===== src/rtl/sig_rd_port_arbiter_if.sv =====
// sig_rd_port_arbiter_if: engine/memory-side bundle of the signature read-port arbiter (rd_wr_en 0=idle 1=read 2=write)
interface sig_rd_port_arbiter_if #(
  parameter int SIG_ADDR_W = 10,
  parameter int DATA_W = 80
);
  typedef struct packed {
    logic [1:0] rd_wr_en;
    logic [SIG_ADDR_W-1:0] addr;
  } sig_mem_if_t;
  logic [1:0] req_i;
  logic [1:0] done_i;
  logic [1:0] gnt_o;
  sig_mem_if_t [1:0] rq_rd_req_a_i;
  sig_mem_if_t [1:0] rq_rd_req_b_i;
  sig_mem_if_t sigmem_a_rd_req;
  sig_mem_if_t sigmem_b_rd_req;
  logic [DATA_W-1:0] sigmem_a_rd_data;
  logic [DATA_W-1:0] sigmem_b_rd_data;
  logic [DATA_W-1:0] rq_rd_data_a_o;
  logic [DATA_W-1:0] rq_rd_data_b_o;
  logic [1:0] rq_rd_vld_o;
  logic busy_o;
  logic err_o;
  modport master (
    output req_i, done_i, rq_rd_req_a_i, rq_rd_req_b_i, sigmem_a_rd_data, sigmem_b_rd_data,
    input gnt_o, sigmem_a_rd_req, sigmem_b_rd_req, rq_rd_data_a_o, rq_rd_data_b_o, rq_rd_vld_o, busy_o, err_o
  );
  modport slave (
    input req_i, done_i, rq_rd_req_a_i, rq_rd_req_b_i, sigmem_a_rd_data, sigmem_b_rd_data,
    output gnt_o, sigmem_a_rd_req, sigmem_b_rd_req, rq_rd_data_a_o, rq_rd_data_b_o, rq_rd_vld_o, busy_o, err_o
  );
endinterface


===== src/rtl/sig_rd_port_arbiter.sv =====
// sig_rd_port_arbiter: grants exclusive ownership of signature-memory read ports A/B to one of two decode engines
module sig_rd_port_arbiter #(
  parameter int RD_LATENCY = 1
) (
  input logic clk,
  input logic reset,
  input logic zeroize,
  sig_rd_port_arbiter_if.slave bus
);
  localparam logic [1:0] RW_IDLE = 2'd0, RW_READ = 2'd1, RW_WRITE = 2'd2;
  localparam logic [1:0] S_IDLE = 2'd0, S_OWN0 = 2'd1, S_OWN1 = 2'd2, S_DRAIN = 2'd3;
  localparam int CNT_W = RD_LATENCY > 1 ? $clog2(RD_LATENCY) : 1;
  logic [1:0] r_state, w_nxt, r_gnt, w_vld_in, w_non_own, w_nonown_act, w_en_a, w_en_b;
  logic [1:0] r_vld [RD_LATENCY];
  logic r_rr_last, r_busy, r_err, w_own, w_idx, w_err, w_clr;
  logic [CNT_W-1:0] r_cnt;
  assign w_clr = reset | zeroize;
  assign w_own = r_state == S_OWN0 || r_state == S_OWN1;
  assign w_idx = r_state == S_OWN1;
  assign w_en_a = bus.rq_rd_req_a_i[w_idx].rd_wr_en;
  assign w_en_b = bus.rq_rd_req_b_i[w_idx].rd_wr_en;
  assign bus.sigmem_a_rd_req = (w_own && w_en_a != RW_WRITE) ? bus.rq_rd_req_a_i[w_idx] : '0;
  assign bus.sigmem_b_rd_req = (w_own && w_en_b != RW_WRITE) ? bus.rq_rd_req_b_i[w_idx] : '0;
  assign w_non_own = ~{w_own & w_idx, w_own & ~w_idx};
  for (genvar g = 0; g < 2; g++) begin : g_nonown
    assign w_nonown_act[g] = w_non_own[g] &&
      (bus.rq_rd_req_a_i[g].rd_wr_en != RW_IDLE || bus.rq_rd_req_b_i[g].rd_wr_en != RW_IDLE);
  end
  assign w_err = |w_nonown_act || (w_own && (w_en_a == RW_WRITE || w_en_b == RW_WRITE || w_en_a != w_en_b));
  assign w_vld_in = (w_own && w_en_a == RW_READ) ? {w_idx, ~w_idx} : 2'b00;
  assign bus.gnt_o = r_gnt;
  assign bus.busy_o = r_busy;
  assign bus.err_o = r_err;
  assign bus.rq_rd_vld_o = r_vld[RD_LATENCY-1];
  assign bus.rq_rd_data_a_o = bus.sigmem_a_rd_data;
  assign bus.rq_rd_data_b_o = bus.sigmem_b_rd_data;
  always_comb begin
    w_nxt = r_state;
    case (r_state)
      S_IDLE: w_nxt = ~|bus.req_i ? S_IDLE :
                      bus.req_i == 2'b11 ? (r_rr_last ? S_OWN0 : S_OWN1) :
                      bus.req_i[0] ? S_OWN0 : S_OWN1;
      S_OWN0: w_nxt = (bus.done_i[0] || !bus.req_i[0]) ? S_DRAIN : S_OWN0;
      S_OWN1: w_nxt = (bus.done_i[1] || !bus.req_i[1]) ? S_DRAIN : S_OWN1;
      default: w_nxt = r_cnt == '0 ? S_IDLE : S_DRAIN;
    endcase
  end
  always_ff @(posedge clk) begin
    if (w_clr) begin
      r_state <= S_IDLE;
      r_gnt <= '0;
      r_busy <= 1'b0;
      r_err <= 1'b0;
      r_rr_last <= 1'b1;
      r_cnt <= '0;
      for (int i = 0; i < RD_LATENCY; i++) r_vld[i] <= '0;
    end else begin
      r_state <= w_nxt;
      r_gnt <= {w_nxt == S_OWN1, w_nxt == S_OWN0};
      r_busy <= w_nxt != S_IDLE;
      r_err <= r_err | w_err;
      if (r_state == S_IDLE && w_nxt != S_IDLE) r_rr_last <= w_nxt == S_OWN1;
      r_cnt <= r_state != S_DRAIN ? CNT_W'(RD_LATENCY - 1) : r_cnt - 1'b1;
      r_vld[0] <= w_vld_in;
      for (int i = 1; i < RD_LATENCY; i++) r_vld[i] <= r_vld[i-1];
    end
  end
endmodule


===== src/flat_wrapper.sv =====
// flat-port wrapper written by rule: the top's interface ports become plain ports
module sig_rd_port_arbiter_flat 
#(
  parameter int RD_LATENCY = 1
)
  (clk, reset, zeroize, bus_req_i, bus_done_i, bus_rq_rd_req_a_i, bus_rq_rd_req_b_i, bus_sigmem_a_rd_data, bus_sigmem_b_rd_data, bus_gnt_o, bus_sigmem_a_rd_req, bus_sigmem_b_rd_req, bus_rq_rd_data_a_o, bus_rq_rd_data_b_o, bus_rq_rd_vld_o, bus_busy_o, bus_err_o);
  sig_rd_port_arbiter_if #(.SIG_ADDR_W(10), .DATA_W(80)) bus_i ();
  input logic clk;
  input logic reset;
  input logic zeroize;
  input wire logic [$bits(bus_i.req_i)-1:0] bus_req_i;
  input wire logic [$bits(bus_i.done_i)-1:0] bus_done_i;
  input wire logic [$bits(bus_i.rq_rd_req_a_i)-1:0] bus_rq_rd_req_a_i;
  input wire logic [$bits(bus_i.rq_rd_req_b_i)-1:0] bus_rq_rd_req_b_i;
  input wire logic [$bits(bus_i.sigmem_a_rd_data)-1:0] bus_sigmem_a_rd_data;
  input wire logic [$bits(bus_i.sigmem_b_rd_data)-1:0] bus_sigmem_b_rd_data;
  output wire logic [$bits(bus_i.gnt_o)-1:0] bus_gnt_o;
  output wire logic [$bits(bus_i.sigmem_a_rd_req)-1:0] bus_sigmem_a_rd_req;
  output wire logic [$bits(bus_i.sigmem_b_rd_req)-1:0] bus_sigmem_b_rd_req;
  output wire logic [$bits(bus_i.rq_rd_data_a_o)-1:0] bus_rq_rd_data_a_o;
  output wire logic [$bits(bus_i.rq_rd_data_b_o)-1:0] bus_rq_rd_data_b_o;
  output wire logic [$bits(bus_i.rq_rd_vld_o)-1:0] bus_rq_rd_vld_o;
  output wire logic [$bits(bus_i.busy_o)-1:0] bus_busy_o;
  output wire logic [$bits(bus_i.err_o)-1:0] bus_err_o;
  assign bus_i.req_i = bus_req_i;
  assign bus_i.done_i = bus_done_i;
  assign bus_i.rq_rd_req_a_i = bus_rq_rd_req_a_i;
  assign bus_i.rq_rd_req_b_i = bus_rq_rd_req_b_i;
  assign bus_i.sigmem_a_rd_data = bus_sigmem_a_rd_data;
  assign bus_i.sigmem_b_rd_data = bus_sigmem_b_rd_data;
  assign bus_gnt_o = bus_i.gnt_o;
  assign bus_sigmem_a_rd_req = bus_i.sigmem_a_rd_req;
  assign bus_sigmem_b_rd_req = bus_i.sigmem_b_rd_req;
  assign bus_rq_rd_data_a_o = bus_i.rq_rd_data_a_o;
  assign bus_rq_rd_data_b_o = bus_i.rq_rd_data_b_o;
  assign bus_rq_rd_vld_o = bus_i.rq_rd_vld_o;
  assign bus_busy_o = bus_i.busy_o;
  assign bus_err_o = bus_i.err_o;
  sig_rd_port_arbiter #(.RD_LATENCY(RD_LATENCY)) u_core (.clk(clk), .reset(reset), .zeroize(zeroize), .bus(bus_i));
endmodule

===== config.mk =====
export PLATFORM = sky130hd
export DESIGN_NAME = sig_rd_port_arbiter_flat
export DESIGN_NICKNAME = d
export VERILOG_FILES = /design/src/rtl/sig_rd_port_arbiter_if.sv /design/src/rtl/sig_rd_port_arbiter.sv /design/src/flat_wrapper.sv
export SDC_FILE = /design/constraint.sdc
export NUM_CORES = 1
export LEC_CHECK = 0
export BUFFER_PORTS_ARGS = -buffer_cell sky130_fd_sc_hd__buf_2
export CELL_PAD_IN_SITES_DETAIL_PLACEMENT = 1
export CELL_PAD_IN_SITES_GLOBAL_PLACEMENT = 1
export CORE_AREA = 2 2 159 161
export DETAILED_ROUTE_END_ITERATION = 16
export DIE_AREA = 0 0 161 163
export MAX_ROUTING_LAYER = met4
export PLACE_DENSITY_LB_ADDON = 0.1
export RECOVER_POWER = 100
export SETUP_SLACK_MARGIN = 0.15
export SLEW_MARGIN = 0
export SYNTH_ARGS = -nofsm -noshare
export SYNTH_HDL_FRONTEND = slang
export SYNTH_SLANG_ARGS = --single-unit

===== constraint.sdc =====
create_clock -name clk -period 2.2 [get_ports clk]
set_clock_uncertainty 0.1 [all_clocks]
set_input_delay 0.22 -clock clk [delete_from_list [all_inputs] [get_ports clk]]
set_output_delay 0.22 -clock clk [all_outputs]
set_load 0.05 [all_outputs]

==> results.sh, run 1 <==
export IMPL_status="finished clean"
export IMPL_ys_warn_count=0
export IMPL_synth_seq_area_share_pct=9.52
export IMPL_synth_compound_area_share_pct=4.34
export IMPL_drc_errors=0
export IMPL_rsz0062_at_grt="yes"
export IMPL_drt_met1_wl_um=2110
export IMPL_syn_to_final_growth_pct=4.64
export IMPL_wl_per_cell_um=12.0
export IMPL_yosys_top_cells_area="buf_4 57%, mux2i_1 10%, dfxtp_1 9.5%"
export IMPL_grt_pass1_vias=1471
export IMPL_hold_class="input port to register"
export IMPL_antenna_found_initial=0
export IMPL_rows=58
export IMPL_route_met3_wl_um=609
export IMPL_post_place_ws_ps=140
export IMPL_grt_max_degree=12
export IMPL_die_h_um=163
export IMPL_cts_hold_buf=0
export IMPL_insertion_delay_ps=230
export IMPL_htreeDepth=1
export IMPL_synthAdderAreaFrac_pct=4.16
export IMPL_setup_violations=0
export IMPL_dpl_cell_count=529
export IMPL_maxSlewHeadroom_pct=59.1
export IMPL_crit_path_end_kind="output port"
export IMPL_routed_via_count=1326
export IMPL_clock_root_buffer="clkbuf_16"
export IMPL_fp_dieW_um=161
export IMPL_final_core_util_pct=8.92
export IMPL_maxCapViolations=0
export IMPL_fmax_ghz=0.478
export IMPL_coreArea_sq_um=24700
export IMPL_dp_hpwl_um=5230
export IMPL_fin_crit_sh_pct=95.1
export IMPL_synth_top_family_by_area="buffers and inverters"
export IMPL_cp_start_kind="register"
export IMPL_synth_xor_area_share_pct=0.416
export IMPL_path_clk_slew_ps=40
export IMPL_required_ps=1880
export IMPL_clockBufferDepth=2
export IMPL_final_cells=539
export IMPL_vias_per_cell=2.46
export IMPL_fillers=2989
export IMPL_gr_total_overflow=0
export IMPL_synth_area_sq_um=2100
export IMPL_first_pass_iters=3
export IMPL_maxSlewViolCount=0
export IMPL_synthesis_instances=271
export IMPL_wl_um=6460
export IMPL_fin_ws_ps=108
export IMPL_yosysTopAreaCell="buf_4"
export IMPL_io_pins=405
export IMPL_ys_types=31
export IMPL_tightest_slew_ps=616
export IMPL_start_util_pct=8.52
export IMPL_grt_use_total_pct=4.63
export IMPL_crit_fanout=5
export IMPL_crit_arrival_ps=1770
export IMPL_finalHoldViolCount=0
export IMPL_wl_met2_um=3370
export IMPL_min_period_ps=2090
export IMPL_cts_sinks=10
export IMPL_synth_nets=493
export IMPL_power_leakage_nw=0.830
export IMPL_synth_simple_gate_area_share_pct=10.6
export IMPL_p_per_area_nw_per_um2=461
export IMPL_grt_pass1_wl_um=8820
export IMPL_die_area_sq_um=26200
export IMPL_synth_mux_area_share_pct=11.9
export IMPL_io_buffers=84
export IMPL_layout_drive_gt1_share_pct=61.2
export IMPL_top_layer="met4"
export IMPL_n_antenna_cell=0
export IMPL_cts_tree="done"
export IMPL_peakVddDrop_mv=0.164
export IMPL_num_nets_final=433
export IMPL_place_congestion=0.628
export IMPL_antenna_left=0
export IMPL_cts_buffers=3
export IMPL_crit_type="register to output port"
export IMPL_syn_avg_cell_area_sq_um=7.76
export IMPL_synth_seq_cells=10
export IMPL_netlist_area_leader_share_pct=57.1
export IMPL_drt_iter0_markers=10
==> cells in the final DEF (no fill, tap or decap), types with 3 or more instances in the layout <==
master / Yosys / routed
nor2_2: 0 / 12
ha_4: 0 / 3
nor2b_1: 4 / 3
buf_2: 2 / 54
ha_1: 7 / 4
nor2_1: 23 / 5
buf_4: 160 / 17
mux2i_1: 22 / 18
inv_1: 5 / 4
clkbuf_1: 0 / 8
nand2_1: 7 / 7
clkbuf_16: 0 / 4
dfxtp_1: 10 / 8
buf_6: 1 / 12
nor2_4: 0 / 6
==> where the power goes <==
part / switching (mW) / internal, mW / leakage [nW]
Sequential: 0.00840 / 0.192 / 0.0828
Combinational: 0.293 / 0.199 / 0.711
Clock: 0.0864 / 0.236 / 0.0370
Total: 0.388 / 0.627 / 0.830
==> registers in the layout, summed over array words and instances, names as in the netlist <==
register           count
u_core.r_cnt           1
u_core.bus.gnt_o       2
u_core.r_state         2
u_core.bus.err_o       1
u_core.r_vld           2
u_core.bus.busy_o      1
u_core.r_rr_last       1
==> cell usage after synthesis, drive strengths merged <==
library cell	instances
nor3	2
o311ai	1
nand3	2
o22ai	1
ha	7
nor2b	4
a21boi	1
and3	1
or2	1
a221o	1
and2	3
xnor2	1
nand2b	2
mux2i	22
o21ai	5
o221ai	1
inv	5
nor4	2
a211oi	1
buf	163
nor2	23
a21oi	2
dfxtp	10
mux2	2
nand2	7
nor4b	1
==> layer usage <==
| layer | GRT usage [%] | up-vias |
|---|---|---|
| met5 | - | - |
| met4 | 2.96 | 0 |
| met3 | 1.68 | 50 |
| met2 | 8.29 | 93 |
| met1 | 4.15 | 598 |
| li1 | - | 585 |
==> final timing paths <==
path / startpoint / endpoint / slack, ps / cells after the start
hold / removal: zeroize / u_core.r_cnt / 90 / 2
setup / recovery: u_core.r_state[0] / bus_sigmem_a_rd_req[6] / 110 / 7
setup reg to reg: u_core.r_state[0] / u_core.r_rr_last / 420 / 6
hold reg to reg: u_core.r_cnt / u_core.r_cnt / 310 / 1
==> cells by family (layout without fill, tap and decap cells) <==
kind of cell	after synthesis	in the layout
buffers and inverters	168	106
and+or+nand+nor	48	48
muxes	24	24
AOI/OAI and AO/OA	13	13
DFF	10	10
adders and majority gates	7	7
xor gates and xnor gates	1	1
==> metrics by stage <==
step | instance area [sq um] | hold slack, ps | power (mW) | setup TNS (ps)
after floorplan | 2140 | 197 | 1.24 | -288
final | 2200 | 94.5 | 1.02 | 0
after global placement | 1850 | 311 | 0.620 | 0
after detailed placement | 1850 | 308 | 0.619 | 0
after global routing | 2200 | 102 | 1.08 | 0
after CTS | 2070 | 92.0 | 1.00 | 0
==> area by class of cell <==
class,count,area (sq um),share of cell area (%)
Clock buffer,3,75.1,3.41
Inverter,5,21.3,0.966
Multi-Input combinational cell,93,826,37.5
Sequential cell,10,205,9.32
Tap cell,330,413,18.8
Timing Repair Buffer,98,661,30.0
==> what timing repair did <==
action / CTS / global route
pin swaps: 2 / 7
gates resized for setup: 33 / 62
endpoints found under the setup margin: 24 / 22
buffers inserted: 2 / 3
gates cloned: 1 / 1
==> worst max-delay path, cell delays in order, from the launching register on <==
cell and delay (ps):
dfxtp_2 350, inv_4 50, ha_4 170, mux2_4 330
o21ai_4 220, buf_12 180, nor2_4 40, buf_4 190
(Power assumes the default switching activity.)
==> inputs of run 2 (changes only) <==
--- a/config.mk
+++ b/config.mk
@@ -5,13 +5,12 @@
 export SDC_FILE = /design/constraint.sdc
 export NUM_CORES = 1
 export LEC_CHECK = 0
-export BUFFER_PORTS_ARGS = -buffer_cell sky130_fd_sc_hd__buf_2
 export CELL_PAD_IN_SITES_DETAIL_PLACEMENT = 1
 export CELL_PAD_IN_SITES_GLOBAL_PLACEMENT = 1
 export CORE_AREA = 2 2 159 161
 export DETAILED_ROUTE_END_ITERATION = 16
 export DIE_AREA = 0 0 161 163
-export MAX_ROUTING_LAYER = met4
+export DONT_BUFFER_PORTS = 1
 export PLACE_DENSITY_LB_ADDON = 0.1
 export RECOVER_POWER = 100
 export SETUP_SLACK_MARGIN = 0.15
==> results.sh, run 2 (synthesis results as in run 1) <==
export IMPL_rows=58
export IMPL_reg2reg_from="u_core.r_state[0]"
export IMPL_final_area_sq_um=1950
export IMPL_grt_pass1_wl_um=8430
export IMPL_io_pins=405
export IMPL_routed_via_count=1132
export IMPL_seq_area_sq_um=205
export IMPL_cts_buffers=3
export IMPL_antenna_found_initial=0
export IMPL_crit_type="register to output port"
export IMPL_path_clk_slew_ps=40
export IMPL_status="finished clean"
export IMPL_mostFrequentLayoutCell="mux2i_1"
export IMPL_worstHoldStart="reset"
export IMPL_drt_iter0_markers=24
export IMPL_antenna_left=0
export IMPL_dp_hpwl_um=5150
export IMPL_clock_root_buffer="clkbuf_16"
export IMPL_fin_ws_ps=117
export IMPL_n_antenna_cell=0
export IMPL_hold_ws_ps=165
export IMPL_gr_total_overflow=0
export IMPL_min_path_cells=3
export IMPL_crit_fanout=5
export IMPL_grt_use_total_pct=4.46
export IMPL_post_place_ws_ps=125
export IMPL_wl_per_cell_um=13.4
export IMPL_fmax_ghz=0.480
export IMPL_wl_um=6480
export IMPL_min_to="u_core.r_rr_last"
export IMPL_htreeDepth=1
export IMPL_most_common_layout_cells="18 x mux2i_1, 15 x buf_4, 14 x nor2_2"
export IMPL_die_h_um=163
export IMPL_maxSlewViolCount=0
export IMPL_peakVddDrop_mv=0.254
export IMPL_hold_class="input port to register"
export IMPL_crit_arrival_ps=1760
export IMPL_final_core_util_pct=7.90
export IMPL_p_per_area_nw_per_um2=496
export IMPL_maxCapViolations=0
export IMPL_tightest_slew_ps=599
export IMPL_place_congestion=0.604
export IMPL_rsz0062_at_grt="yes"
export IMPL_cp_start_kind="register"
export IMPL_finalHoldViolCount=0
export IMPL_dpl_cell_area_sq_um=1620
export IMPL_fin_crit_sh_pct=94.7
export IMPL_coreArea_sq_um=24700
export IMPL_crit_path_end_kind="output port"
export IMPL_clockBufferDepth=2
export IMPL_power_leakage_nw=0.639
export IMPL_timing_rr_end="u_core.r_state[1]"
export IMPL_rrSetupSlack_ps=130
export IMPL_min_period_ps=2080
export IMPL_cts_sinks=10
export IMPL_multi_input_area_sq_um=830
export IMPL_num_nets_final=377
export IMPL_maxSlewHeadroom_pct=60.0
export IMPL_r2r_cells=8
export IMPL_io_buffers=0
export IMPL_layout_drive_gt1_share_pct=51.0
export IMPL_insertion_delay_ps=230
export IMPL_fillers=2958
export IMPL_setup_violations=0
export IMPL_syn_to_final_growth_pct=-7.32
export IMPL_first_pass_iters=2
export IMPL_fp_dieW_um=161
export IMPL_die_area_sq_um=26200
export IMPL_required_ps=1880
export IMPL_grt_max_degree=17
export IMPL_vias_per_cell=2.34
export IMPL_start_util_pct=8.52
export IMPL_cts_tree="done"
export IMPL_drc_errors=0
export IMPL_grt_pass1_vias=1279
==> run 2: final cells by class <==
type	instances	area share [%]
multi-input cells	94	42.6
repair buffers	41	20.8
inverters	5	1.09
well taps	330	21.2
clock buffers	3	3.85
flip-flops and latches	10	10.5
==> run 2: per-layer routing <==
metal | share of wire (%) | up-vias | GRT usage [%] | routed length [um]
met2 | 53 | 92 | 8.53 | 3460
met1 | 30 | 520 | 3.67 | 1960
met4 | 5.9 | 0 | 2.96 | 384
met5 | 0 | - | 0 | 0
li1 | - | 472 | - | -
met3 | 10 | 48 | 2.01 | 680
==> run 2: through the flow <==
step	TNS, ps	power [mW]	cells
global placement	0	0.583	470
floorplan	-288	1.24	271
CTS	0	0.978	480
finish	0	0.966	483
global route	0	1.02	483
detailed placement	0	0.581	470
==> run 2: worst max-delay path by stage <==
stage	from	to	slack, ps	cells past startpoint
after floorplan	u_core.r_state[0]	bus_sigmem_b_rd_req[0]	-20	5
after global placement	u_core.r_state[0]	bus_sigmem_b_rd_req[4]	160	6
after detailed placement	u_core.r_state[0]	bus_sigmem_b_rd_req[7]	130	6
after CTS	u_core.r_state[0]	bus_sigmem_a_rd_req[9]	90	7
after global routing	u_core.r_state[0]	u_core.r_rr_last	30	8
final	u_core.r_state[0]	bus_sigmem_a_rd_req[9]	120	7
==> run 2: critical path, stage by stage (launching register included) <==
cell     delay, ps
dfxtp_2        340
inv_4           50
ha_4           160
mux2_4         330
o21ai_4        250
buf_12         170
nor2_2          40
buf_4          190
==> run 2: power breakdown <==
group / switching (mW) / total (mW) / leakage, nW / internal [mW]
Combinational: 0.255 / 0.421 / 0.519 / 0.167
Sequential: 0.0303 / 0.222 / 0.0828 / 0.192
Clock: 0.0866 / 0.323 / 0.0370 / 0.236
Total: 0.372 / 0.966 / 0.639 / 0.595
==> run 2: repair_timing <==
| action | 4_1_cts | 5_1_grt |
|---|---|---|
| hold buffers | 3 | 0 |
| endpoints found under the hold margin | 2 | 0 |
| pin swaps | 8 | 13 |
| setup endpoints to repair | 23 | 22 |
| gates resized for setup | 31 | 25 |
| gates cloned | 1 | 1 |
| setup buffers | 3 | 2 |
==> inputs of run 3 (changes only) <==
==> constraint.sdc (replaced) <==
create_clock -name clk -period 2.16 [get_ports clk]
set_clock_uncertainty 0.1 [all_clocks]
set_input_delay 0.216 -clock clk [delete_from_list [all_inputs] [get_ports clk]]
set_output_delay 0.216 -clock clk [all_outputs]
set_load 0.05 [all_outputs]
==> results.sh, run 3 (synthesis results as in run 1) <==
export IMPL_first_pass_iters=2
export IMPL_crit_fanout=5
export IMPL_io_pins=405
export IMPL_maxSlewViolCount=0
export IMPL_rows=58
export IMPL_vias_per_cell=2.40
export IMPL_hold_class="input port to register"
export IMPL_grt_max_degree=12
export IMPL_drt_iter0_markers=13
export IMPL_clock_root_buffer="clkbuf_16"
export IMPL_path_clk_slew_ps=40
export IMPL_rsz0062_at_grt="yes"
export IMPL_routed_via_count=1164
export IMPL_finalHoldViolCount=0
export IMPL_insertion_delay_ps=230
export IMPL_maxSlewHeadroom_pct=61.8
export IMPL_power_leakage_nw=0.701
export IMPL_fillers=2932
export IMPL_hold_ws_ps=163
export IMPL_status="finished clean"
export IMPL_antenna_found_initial=0
export IMPL_coreArea_sq_um=24700
export IMPL_grt_use_total_pct=4.45
export IMPL_final_core_util_pct=8.68
export IMPL_cts_buffers=3
export IMPL_num_nets_final=380
export IMPL_drc_errors=0
export IMPL_place_congestion=0.656
export IMPL_n_antenna_cell=0
export IMPL_grt_pass1_vias=1358
export IMPL_crit_arrival_ps=1820
export IMPL_fp_dieW_um=161
export IMPL_wl_per_cell_um=13.1
export IMPL_die_h_um=163
export IMPL_crit_path_end_kind="output port"
export IMPL_cts_sinks=10
export IMPL_wl_um=6350
export IMPL_fmax_ghz=0.468
export IMPL_fin_crit_sh_pct=98.9
export IMPL_syn_to_final_growth_pct=1.84
export IMPL_final_area_sq_um=2140
export IMPL_final_cells=486
export IMPL_die_area_sq_um=26200
export IMPL_peakVddDrop_mv=0.212
export IMPL_io_buffers=0
export IMPL_layout_drive_gt1_share_pct=54.5
export IMPL_setup_violations=0
export IMPL_antenna_left=0
export IMPL_dpl_cell_count=471
export IMPL_mostFrequentLayoutCell="mux2i_1"
export IMPL_grt_pass1_wl_um=8560
export IMPL_required_ps=1840
export IMPL_cts_tree="done"
export IMPL_gr_total_overflow=0
export IMPL_tightest_slew_ps=572
export IMPL_min_period_ps=2140
export IMPL_crit_type="register to output port"
export IMPL_total_power_mw=1.04
export IMPL_htreeDepth=1
export IMPL_most_common_layout_cells="16 x mux2i_1, 15 x nor2_4, 13 x buf_4"
export IMPL_p_per_area_nw_per_um2=486
export IMPL_cp_start_kind="register"
export IMPL_clockBufferDepth=2
export IMPL_maxCapViolations=0
export IMPL_start_util_pct=8.52
export IMPL_dp_hpwl_um=5030
export IMPL_dpl_cell_area_sq_um=1620
==> run 3: final timing paths <==
kind	start	cells past startpoint	to	slack, ps
worst max-delay path	u_core.r_state[0]	7	bus_sigmem_b_rd_req[2]	20
worst max register to register	u_core.r_state[1]	8	u_core.bus.err_o	340
worst min-delay path	reset	3	u_core.bus.err_o	160
worst min register to register	u_core.r_cnt	2	u_core.bus.gnt_o[1]	580
==> run 3: worst max-delay path, cell delays in order, from the launching register on <==
cell	delay [ps]
dfxtp_1	370
inv_4	70
ha_4	190
mux2_4	330
o21ai_4	230
clkbuf_16	210
nor2_4	40
buf_8	150
==> run 3: power by group <==
group	internal (mW)	switching [mW]	total (mW)
logic	0.212	0.278	0.490
registers	0.195	0.0294	0.225
clock network	0.240	0.0857	0.326
total	0.648	0.393	1.04
==> run 3: cell type report <==
| cell class | instances | area (sq um) | area share [%] |
|---|---|---|---|
| Sequential cell | 10 | 204 | 9.52 |
| Inverter | 5 | 21.3 | 0.993 |
| Clock buffer | 3 | 75.1 | 3.50 |
| Tap cell | 330 | 413 | 19.3 |
| Timing Repair Buffer | 45 | 536 | 25.0 |
| Multi-Input combinational cell | 93 | 893 | 41.7 |
==> run 3: per-stage QoR <==
stage | setup TNS (ps) | worst slack (ps)
final | 0 | 24.7
after global routing | -705 | -48.0
after CTS | -112 | -18.4
after detailed placement | 0 | 119
after global placement | 0 | 149
after floorplan | -1040 | -54.8
==> run 3: timing repair <==
action / 4_1_cts / 5_1_grt
gates resized for setup: 75 / 10
cloned: 1 / 1
setup endpoints to repair: 24 / 23
hold buffers: 3 / 0
pin swaps: 6 / 9
buffers inserted: 5 / 2
endpoints found under the hold margin: 2 / 0
==> run 3: layer usage <==
metal / wire length (um) / vias to the layer above / global-route usage [%]
li1: - / 477 / -
met1: 1950 / 547 / 3.94
met2: 3430 / 92 / 8.37
met3: 584 / 48 / 1.66
met4: 389 / 0 / 3.08
met5: 0 / - / 0
